$ cat src/rtl/cl_serial_seq.sv
// Bit-serial sequencer for the 1-bit logic cell `cl`: streams operand bit pairs LSB first
// into the cell and reassembles its outputs into a WIDTH-bit result.
module cl_serial_seq #(
    parameter int unsigned WIDTH = 8
) (
    input  logic             clk,
    input  logic             reset,
    input  logic             start,
    input  logic [1:0]       op,
    input  logic [WIDTH-1:0] opa,
    input  logic [WIDTH-1:0] opb,
    output logic             cl_a,
    output logic             cl_b,
    output logic [1:0]       cl_s,
    input  logic             cl_out,
    output logic             busy,
    output logic             done,
    output logic [WIDTH-1:0] result,
    output logic             zero
);

    localparam int unsigned CNT_W = (WIDTH > 1) ? $clog2(WIDTH) : 1;
    localparam logic [CNT_W-1:0] CNT_LAST = CNT_W'(WIDTH - 1);

    typedef enum logic [1:0] {
        S_IDLE,
        S_RUN,
        S_DONE
    } state_t;

    state_t             state, state_nxt;
    logic [WIDTH-1:0]   sha, sha_nxt;
    logic [WIDTH-1:0]   shb, shb_nxt;
    logic [WIDTH-1:0]   shr, shr_nxt;
    logic [CNT_W-1:0]   cnt, cnt_nxt;
    logic [1:0]         opr, opr_nxt;
    logic [WIDTH-1:0]   result_nxt;
    logic               zero_nxt;
    logic               busy_nxt;
    logic               done_nxt;
    logic [WIDTH-1:0]   shr_shift;

    // Operand shifters drain to zero by the end of RUN, so the cell sees 0/0 outside RUN.
    assign cl_a      = sha[0];
    assign cl_b      = shb[0];
    assign cl_s      = opr;
    assign shr_shift = {cl_out, shr[WIDTH-1:1]};

    always_comb begin
        state_nxt  = state;
        sha_nxt    = sha;
        shb_nxt    = shb;
        shr_nxt    = shr;
        cnt_nxt    = cnt;
        opr_nxt    = opr;
        result_nxt = result;
        zero_nxt   = zero;
        busy_nxt   = 1'b0;
        done_nxt   = 1'b0;

        case (state)
            S_IDLE, S_DONE: begin
                if (start) begin
                    sha_nxt   = opa;
                    shb_nxt   = opb;
                    opr_nxt   = op;
                    cnt_nxt   = '0;
                    busy_nxt  = 1'b1;
                    state_nxt = S_RUN;
                end else begin
                    state_nxt = S_IDLE;
                end
            end
            S_RUN: begin
                sha_nxt = sha >> 1;
                shb_nxt = shb >> 1;
                shr_nxt = shr_shift;
                if (cnt == CNT_LAST) begin
                    result_nxt = shr_shift;
                    zero_nxt   = (shr_shift == '0);
                    done_nxt   = 1'b1;
                    state_nxt  = S_DONE;
                end else begin
                    cnt_nxt  = cnt + CNT_W'(1);
                    busy_nxt = 1'b1;
                end
            end
            default: state_nxt = S_IDLE;
        endcase
    end

    always_ff @(posedge clk) begin
        if (reset) begin
            state  <= S_IDLE;
            sha    <= '0;
            shb    <= '0;
            shr    <= '0;
            cnt    <= '0;
            opr    <= 2'b00;
            result <= '0;
            zero   <= 1'b1;
            busy   <= 1'b0;
            done   <= 1'b0;
        end else begin
            state  <= state_nxt;
            sha    <= sha_nxt;
            shb    <= shb_nxt;
            shr    <= shr_nxt;
            cnt    <= cnt_nxt;
            opr    <= opr_nxt;
            result <= result_nxt;
            zero   <= zero_nxt;
            busy   <= busy_nxt;
            done   <= done_nxt;
        end
    end

endmodule

$ cat config.mk
export PLATFORM = sky130hd
export DESIGN_NAME = cl_serial_seq
export DESIGN_NICKNAME = d
export VERILOG_FILES = /design/src/rtl/cl_serial_seq.sv
export SDC_FILE = /design/constraint.sdc
export NUM_CORES = 1
export LEC_CHECK = 0
export CORE_ASPECT_RATIO = 0.7
export CORE_MARGIN = 2
export CORE_UTILIZATION = 50
export DETAILED_ROUTE_END_ITERATION = 12
export PLACE_DENSITY = 0.8
export SYNTH_ARGS = -nofsm -noshare
export SYNTH_HDL_FRONTEND = slang
export SYNTH_SLANG_ARGS = --single-unit
$ cat constraint.sdc
create_clock -name clk -period 3.8 [get_ports clk]
set_input_delay 0.57 -clock clk [delete_from_list [all_inputs] [get_ports clk]]
set_output_delay 0.57 -clock clk [all_outputs]
set_load 0.05 [all_outputs]
## After elaboration in Yosys (flattened, before gate mapping)

Cells that the tools add are included.

- Bits of input ports: 22
- Output and inout port bits: 15
- Memories: 0
- RAM bits: 0
- Bits in latches: 0
- Register bits: 42
- Bits in read-only memories: 0
- Logic and storage cells: 41

- Equality and inequality tests: 6
- $mul: 0
- Divide/modulo/power cells: 0
- Reduce and logical (&&, ||, !) cells: 9
- Muxes and demuxes: 14
- Add/sub/neg operators: 1
- Shifts and indexed selects: 0
- Bitwise operators: 1
- Magnitude comparators: 0

Operators by type and width:

| kind | count |
|---|---|
| 8-bit one-hot mux with 2 select lines | 2 |
| 8-bit two-way mux | 2 |
| 8-bit logical NOT | 1 |
| 3-bit two-way mux | 2 |
| 2-bit != test (second input constant) | 3 |
| 3-bit one-hot mux with 2 select lines | 1 |
| 2-bit AND reduction | 3 |
| 1-bit two-way mux | 4 |
| 2-bit one-hot mux with 2 select lines | 1 |
| 2-bit OR reduction | 2 |
| 3-bit by 1-bit adder with 3-bit output (second input constant) | 1 |
| 3-bit == test (second input constant) | 1 |
| 3-bit AND reduction | 1 |
| 2-bit by 1-bit == test with 1-bit output (second input constant) | 1 |
| 2-bit == test (second input constant) | 1 |
| 2-bit logical NOT | 1 |
| 2-bit two-way mux | 1 |
| 1-bit one-hot mux with 2 select lines | 1 |
| 2-bit nonzero test | 1 |
| 1-bit inverter | 1 |

## Logic depth before layout (Yosys ltp)

- Depth in word-level cells: 4
- Gate-level depth with buffers: 7
- Gate-level depth less buffers: 5

## Least setup slack after synthesis

Ideal clock, no wire load.

- Path kind: register to register
- Start: register cnt[0]
- End: register result[1]
- Clock period less this slack: 1.377 ns
- Cell stages (with the launch flop): 8
- Required time: 3.729 ns
- Setup time: 0.071 ns
- Slack: 2.423 ns
- Path buffers: 2
- Arrival time: 1.306 ns
- Cell sequence: dfxtp_1 > ha_1 > ha_1 > buf_2 > nand3b_1 > buf_2 > nand2_1 > a21oi_1

- Word-level cells in the longest chain between the ends: 2

RTL lines:

| what | line | source |
|---|---|---|
| from (decl) | 35 | `logic [CNT_W-1:0] cnt, cnt_nxt;` |
| from (signal assigned) | 109 | `cnt <= cnt_nxt;` |
| 3-bit == test | 78 | `if (cnt == CNT_LAST) begin` |
| 2-bit AND reduction (no line) | - |  |
| to (signal assigned) | 111 | `result <= result_nxt;` |
| to (decl) | 18 | `output logic [WIDTH-1:0] result,` |

No other way between the ends.
A chain may end at the register's enable or synchronous reset.

## Worst setup path after layout

- Start: input start
- End: register sha[5]

- Word-level cells in the longest chain between the ends: 2

RTL lines:

| what | line | source |
|---|---|---|
| from (decl) | 8 | `input logic start,` |
| 2-bit != test (no line) | - |  |
| 2-bit AND reduction (no line) | - |  |
| to (signal assigned) | 106 | `sha <= sha_nxt;` |
| to (decl) | 32 | `logic [WIDTH-1:0] sha, sha_nxt;` |

No other way between the ends.

==> impl_metrics.csv <==
group,metric,value,unit
detailed_routing,avgViaCountPerCell,5.77,
power,peakVddDrop,291,uV
min_path,min_path_type,"reg2reg",
synth,syn_area_per_cell,8.49,sq um
grt,gr-usage-met2,0.343,
clock_network,ctsResizeCount,0,
clock_network,clkSinkCount,41,
synth,synth_area,1550,sq um
clock_network,cts_tree,"done",
power,cellLeakagePower,0.000680,uW
critical_path,timing_worst_setup_path_type,"in2reg",
placed_design,gp_congestion,0.763,
detailed_routing,avgRoutedWirePerCell,13.7,um
critical_path,worstPathMaxFanout,18,
synth,synth-seq-cells,41,
cells_and_area,fin_nets,235,
floorplan,ioPinCount,37,
critical_path,worstPathArrival,2.34,ns
timing,whs,0.455,ns
timing,min_period,2.14,ns
detailed_routing,drc_errors,0,
timing,timing.setup.tns,0,ns
cells_and_area,layout_commonest_cell,"dfxtp_1",
clock_network,post_cts.repair.setup_buffers,0,
grt,grt_usage,0.207,
synth,yosys-top-cells-area,"dfxtp_1 53%, nor3_1 9.0%, a21oi_1 8.1%",
timing,finalCritPeriodShare,0.563,
grt,gr-usage-met1,0.255,
synth,synth_nets,207,
critical_path,cp-end-kind,"flip-flop",
floorplan,die_y,50.6,um
synth,syn_inst,183,
detailed_routing,wirelength,3390,um
placed_design,portBuffers,36,
floorplan,core,2880,sq um
timing,slew_viol_final,0,
synth,synth.distinct_cells,20,
flow_run,cap_violations,0,
critical_path,cp.required,4.00,ns
grt,grt_pass1_vias,1306,
grt,grt_pass1_wl,5750,um
cells_and_area,final_cell_mix,"41 x dfxtp_1, 36 x clkdlybuf4s50_1, 31 x nand2_1",
synth,seq_area_frac_synth,0.528,
detailed_routing,drt_iter0_drc,91,
floorplan,rows,16,
clock_network,cts_buffers,5,
power,p_per_area,442,nW/um^2
clock_network,cts_buffer_depth,2,
floorplan,initial_core_util,0.539,
timing,rsz0062_at_grt,"no",
timing,fmax,0.467,GHz
cells_and_area,area_growth,26.4,%
placed_design,hpwl,2320,um
cells_and_area,final_core_util,0.681,
timing,setup_violations,0,
grt,antenna_found_initial,0,
grt,grt.busiest_layer,"met2",
clock_network,holdBufCountCts,0,
detailed_routing,vias,1425,
clock_network,cts.clk_slew.worst_paths,0.07,ns
timing,skew,0.00299,ns
cells_and_area,drive_above_1_share,0.0379,
grt,grt_overflow,0,
timing,worst_pin_slew,1.23,ns
synth,yosysTopAreaCellShare,0.528,
synth,yosysTopAreaCell,"dfxtp_1",
clock_network,clk_latency,0.29,ns
cells_and_area,insertedDiodeCount,0,
detailed_routing,postRouteAntennaNets,0,
status,status,"finished, final reports clean",
critical_path,critPathLaunchType,"input pin",
clock_network,htree_levels,2,
timing,hold_violations,0,
clock_network,cts_root_buf,"clkbuf_8",
grt,grt_max_degree,31,
floorplan,die_x,70.6,um
detailed_routing,dr.pass1.iters,4,
floorplan,dieArea,3580,sq um
timing,slew_headroom,0.176,
grt,grt_use_met3,0.0663,
synth,yosysWarningCount,0,
cell families (layout without fill, tap and decap cells):
group                      after synthesis  after routing  synth area share
AOI/OAI and AO/OA                       39             39             0.137
adders and majority gates                2              2            0.0161
buffers and inverters                   16             44            0.0572
and+or+nand+nor                         85             85             0.262
DFF                                     41             41             0.528
registers in the layout, summed over array words and instances, names as in the netlist:
register	flops
shb	8
busy	1
sha	8
cl_s	2
shr	7
done	1
result	8
state	2
zero	1
cnt	3
worst max-delay path, stage by stage:
cell             delay (ns)
clkdlybuf4s50_1        0.48
nor2b_1                0.96
nor3_1                 0.12
nor3_1                 0.20
routing by layer:
metal  part of all wire  vias up  routed length [um]
met5                  0        -                   0
met4              0.012        0                  42
met3              0.045        6                 151
met2               0.49       42                1660
met1               0.45      676                1540
li1                   -      701                   -
stage by stage:
stage / area [sq um] / power (uW) / std cells / worst slack, ns
after floorplan: 1550 / 557 / 183 / 2.42
after global placement: 1880 / 590 / 240 / 1.51
after detailed placement: 1880 / 596 / 240 / 1.37
after CTS: 1960 / 871 / 247 / 1.67
after global routing: 1960 / 903 / 247 / 1.48
final: 1960 / 868 / 247 / 1.66
path summary, 6_finish.rpt:
kind | from | to | slack [ns] | cells past startpoint
max | start | sha[5] | 1.66 | 4
max reg2reg | cnt[0] | zero | 2.07 | 5
min reg2reg | result[1] | result[1] | 0.46 | 2
min | result[1] | result[1] | 0.46 | 2
synthesized netlist by cell type:
master	number
buf_4	6
buf_2	5
nand2b_2	1
clkbuf_1	5
a21oi_1	25
and2b_1	1
nand2b_1	2
nand2_1	31
ha_1	2
o22ai_1	14
nand4_1	1
nor3_1	28
or3b_1	1
dfxtp_1	41
nor3b_1	1
nor4_1	2
nor2_1	2
nor2b_1	1
nand3b_1	1
nand3_1	13
cell type report:
type | count | area (sq um)
Sequential cell | 41 | 821
Fill cell | 240 | 918
Multi-Input combinational cell | 126 | 644
Clock buffer | 7 | 86.3
Timing Repair Buffer | 37 | 368
Tap cell | 36 | 45.0
power breakdown:
group	internal [uW]	switching (uW)	leakage [uW]
sequential	452	13.0	0.000335
clock	144	137	0.0000443
combinational	53.2	69.1	0.000300
total	649	219	0.000680
Note: power is estimated with default switching activity, not from simulation.
==> RTL edit 1: new RTL, same flow settings <==
Re-encode `state_t` (3 states) as one-hot, 3 bits wide.
--- a/src/rtl/cl_serial_seq.sv
+++ b/src/rtl/cl_serial_seq.sv
@@ -24,6 +24,6 @@
 
-    typedef enum logic [1:0] {
-        S_IDLE,
-        S_RUN,
-        S_DONE
+    typedef enum logic [2:0] {
+        S_IDLE = 3'b001,
+        S_RUN  = 3'b010,
+        S_DONE = 3'b100
     } state_t;
Formal check against the unedited RTL: same outputs for any inputs over 10 cycles, from zero or initial values and one cycle with reset high; not proved beyond that.
==> RTL edit 1 against the original RTL <==
Worst setup slack lost 0.052 ns. Sequential cell count grew 1. Design area grew 13%. Combinational power shrank 6%. Area after synthesis grew 13%. Sequential power grew 2%. First-iteration DRC count grew 3.3%. Wire length grew 10%. Power grew 5.6%. Largest cell class unchanged. Highest routed layer unchanged.
==> RTL edit 1: results <==
{
  "syn_inst": 207,
  "place_ws_ns": 1.57,
  "place_congestion": 0.775,
  "fin_area_um2": 2220,
  "leakagePower_uw": 0.000759,
  "clk_pin_slew_ns": 0.07,
  "antenna_found_initial": 0,
  "place_area_um2": 2110,
  "grt_pass1_wl_um": 6240,
  "fillers": 281,
  "worstSkewPairLatency_ns": 0.28,
  "numCtsBuffers": 5,
  "port_buffers": 36,
  "cts.htree.levels": 2,
  "dp.cells": 272,
  "seq_area_frac_synth_pct": 48.0,
  "ys_ff_latch": 42,
  "clockBufferDepth": 2,
  "ys_warn_count": 0,
  "synthDistinctLibCells": 28,
  "critPathMaxStageDelay_ns": 0.99,
  "fin_nets": 256,
  "vias": 1587,
  "maxSlewViolCount": 0,
  "first_global_vias": 1315,
  "critPathTopFamily": "simple AND/OR/NAND/NOR gates",
  "cts_setup_buffers": 0,
  "relSlewSlack_pct": 17.7,
  "hold_path_class": "register to register",
  "cts_resized": 0,
  "grt_start_max_net_pins": 31,
  "clockRootBuffer": "clkbuf_8",
  "grt_usage_pct": 20.5,
  "post_synth_main_area_contributors": "dfxtp_1 48%, nand2_1 12%, a311oi_1 7.0%",
  "synthArstFlopShare_pct": 0,
  "worstPathMaxFanout": 8,
  "outcome": "complete, no violations",
  "crit_arrival_ns": 2.40,
  "dp_hpwl_um": 2400,
  "irDropWorstVdd_mv": 0.240,
  "n_antenna_cell": 0,
  "yosys-top-cells-count": "57 x nand2_1, 42 x dfxtp_1, 19 x a21oi_1",
  "drt_iter0_markers": 94,
  "top_regs": "result: 8 flops, sha: 8 flops, shb: 8 flops",
  "syn_nets": 231,
  "first_pass_iters": 5,
  "cp_slowest_cell": "nor4bb_1",
  "viasPerCell": 5.67,
  "skew_ns": 0.00435,
  "ys.flop_type": "dfxtp_1",
  "drive_above_1_share_pct": 6.44,
  "totalWireLength_um": 3750
}
-- RTL edit 1: changes by cell type in the layout (fill, tap and decap cells not counted), moves of 3 or more --
cell / delta
nor3_1: -27
nand2_1: +26
a311oi_1: +14
o22ai_1: -14
nor4_1: +13
nand3_1: -7
a21oi_1: -6
o21ai_0: +4
nand4bb_1: +3
nor2_1: +3
o2111ai_1: +3
-- RTL edit 1: where the power goes --
part	internal, uW	leakage, uW	total, uW	switching, uW
combinational	55.1	0.000358	115	60.1
clock	183	0.0000575	327	144
sequential	461	0.000343	474	13.0
-- RTL edit 1: final timing paths --
check            start         to  slack [ns]  cells after the start
min          result[3]  result[3]        0.46                      2
max             cnt[0]  result[6]        1.61                      5
min reg2reg  result[3]  result[3]        0.46                      2
max reg2reg     cnt[0]  result[6]        1.61                      5
-- RTL edit 1: layout make-up --
cell class	count	share of cell area (%)
Sequential cell	42	37.9
Timing Repair Buffer	39	17.3
Inverter	1	0.169
Tap cell	47	2.65
Multi-Input combinational cell	143	37.0
Clock buffer	8	4.97
-- RTL edit 1: tightest hold or removal path: stages, from the launching register on --
cell and delay, ns:
dfxtp_1 0.31, nand2_1 0.05, a21oi_1 0.05
-- RTL edit 1: per-layer routing --
layer,global-route usage (%),up-vias,routed length (um)
li1,-,799,-
met3,5.14,4,220
met5,0,-,0
met4,5.36,0,27
met1,30.6,727,1920
met2,29.2,57,1580
-- RTL edit 1: cells by family after synthesis --
kind of cell / count (synthesis) / synth area share (%)
flops: 42 / 48.0
fa+ha+maj: 2 / 1.43
simple gates: 96 / 27.5
compound gates: 45 / 17.2
buf+inv: 22 / 5.86
==> RTL edit 2: new RTL, same flow settings <==
Without the edit above. `WIDTH`: 8 -> 16.
--- a/src/rtl/cl_serial_seq.sv
+++ b/src/rtl/cl_serial_seq.sv
@@ -3,3 +3,3 @@
 module cl_serial_seq #(
-    parameter int unsigned WIDTH = 8
+    parameter int unsigned WIDTH = 16
 ) (
Interface: changed (resized opa, opb and result); port bits go from 37 to 61. The function was not compared with the original's and may differ.
==> RTL edit 2 against the original RTL <==
Critical path depth fell by 3. Sequential power rose by 80%. Wire length rose by 94%. Sequential cell count rose by 33. Area after synthesis rose by 85%. Worst setup slack improved by 0.040 ns. Combinational power rose by 76%. Design area rose by 83%. First-iteration DRC count rose by 120%. Count of clock-buffer cells in the layout rose by 6. Register-to-register slack got worse by 0.18 ns. Power rose by 87%.
==> RTL edit 2: results <==
{
  "outcome": "complete, no violations",
  "dp_hpwl_um": 4060,
  "antenna_found_initial": 0,
  "critPathMaxStageDelay_ns": 0.83,
  "crit_arrival_ns": 1.53,
  "synthDistinctLibCells": 29,
  "dp.cells": 447,
  "p_sw_uw": 407,
  "seq_area_frac_synth_pct": 51.6,
  "worstPathMaxFanout": 2,
  "drive_above_1_share_pct": 6.19,
  "place_ws_ns": 1.50,
  "critPathTopFamily": "buffers and inverters",
  "syn_nets": 381,
  "fillers": 508,
  "viasPerCell": 5.59,
  "grt_pass1_wl_um": 11000,
  "cp_slowest_cell": "clkdlybuf4s50_1",
  "cts.htree.levels": 3,
  "irDropWorstVdd_mv": 0.273,
  "syn_inst": 342,
  "grt_start_max_net_pins": 57,
  "totalWireLength_um": 6580,
  "grt_usage_pct": 22.4,
  "port_buffers": 60,
  "worstSkewPairLatency_ns": 0.34,
  "top_regs": "result: 16 flops, sha: 16 flops, shb: 16 flops",
  "numCtsBuffers": 9,
  "yosys-top-cells-count": "74 x dfxtp_1, 60 x nor3_1, 45 x nand2_1",
  "place_congestion": 0.755,
  "post_synth_main_area_contributors": "dfxtp_1 52%, nor3_1 10%, a21oi_1 6.4%",
  "first_global_vias": 2450,
  "vias": 2587,
  "skew_ns": 0.00754,
  "first_pass_iters": 5,
  "fin_nets": 422
}
RTL edit 2: changes by cell type in the layout (fill, tap and decap cells not counted), sizes merged, moves of 6 or more:
cell,change
nand2,+14
dfxtp,+33
clkdlybuf4s50,+23
a21oi,+12
o22ai,+15
o21ai,+18
clkbuf,+6
nand3,+6
nor3,+32
RTL edit 2: power groups by stage:
stage	sequential (uW)	combinational [uW]	clock, uW
after floorplan	865	136	0
after global placement	854	209	0
after detailed placement	855	213	0
after CTS	838	215	584
after global routing	842	234	624
final	839	215	566
RTL edit 2: through the flow:
step | cell area [um^2] | power [uW]
6_report | 3600 | 1620
5_1_grt | 3600 | 1700
4_1_cts | 3600 | 1640
3_5_place_dp | 3420 | 1070
3_3_place_gp | 3420 | 1060
2_1_floorplan | 2870 | 1000
RTL edit 2: worst paths after layout:
| path | startpoint | to | slack [ns] | cells past startpoint |
|---|---|---|---|---|
| worst max-delay path | result[11] | result[11] | 1.70 | 1 |
| worst min-delay path | cl_s[0] | cl_s[0] | 0.47 | 2 |
| worst max register to register | cnt[0] | busy | 1.89 | 4 |
| worst min register to register | cl_s[0] | cl_s[0] | 0.47 | 2 |
RTL edit 2: layer usage:
layer	part of all wire [%]	vias to the layer above	global-route usage, %
met1	47	1200	28.8
met3	5.5	6	7.70
met5	0	-	0
met2	46	68	36.3
met4	1.0	0	6.52
li1	-	1313	-
RTL edit 2: final cells by class:
type / instances / area share, %
clock inverter: 3 / 1.11
multi-input combinational: 232 / 33.6
tap: 75 / 2.61
sequential: 74 / 41.2
timing repair buffer: 65 / 17.6
clock buffer: 13 / 3.86
inverter: 1 / 0.104
RTL edit 2: cells by family after synthesis:
| group | Yosys count | share of synthesized area, % |
|---|---|---|
| buffers and inverters | 36 | 6.54 |
| adder cells (fa/ha/maj) | 1 | 0.436 |
| multiplexers | 1 | 0.479 |
| AO/OA/AOI/OAI | 89 | 17.6 |
| flip-flops | 74 | 51.6 |
| AND/OR/NAND/NOR | 141 | 23.4 |
RTL edit 2: worst min-delay path, delay by kind of cell (launching register included):
kind	cells	cell delay, ns
compound gates	1	0.05
simple gates	1	0.05
flops	1	0.32
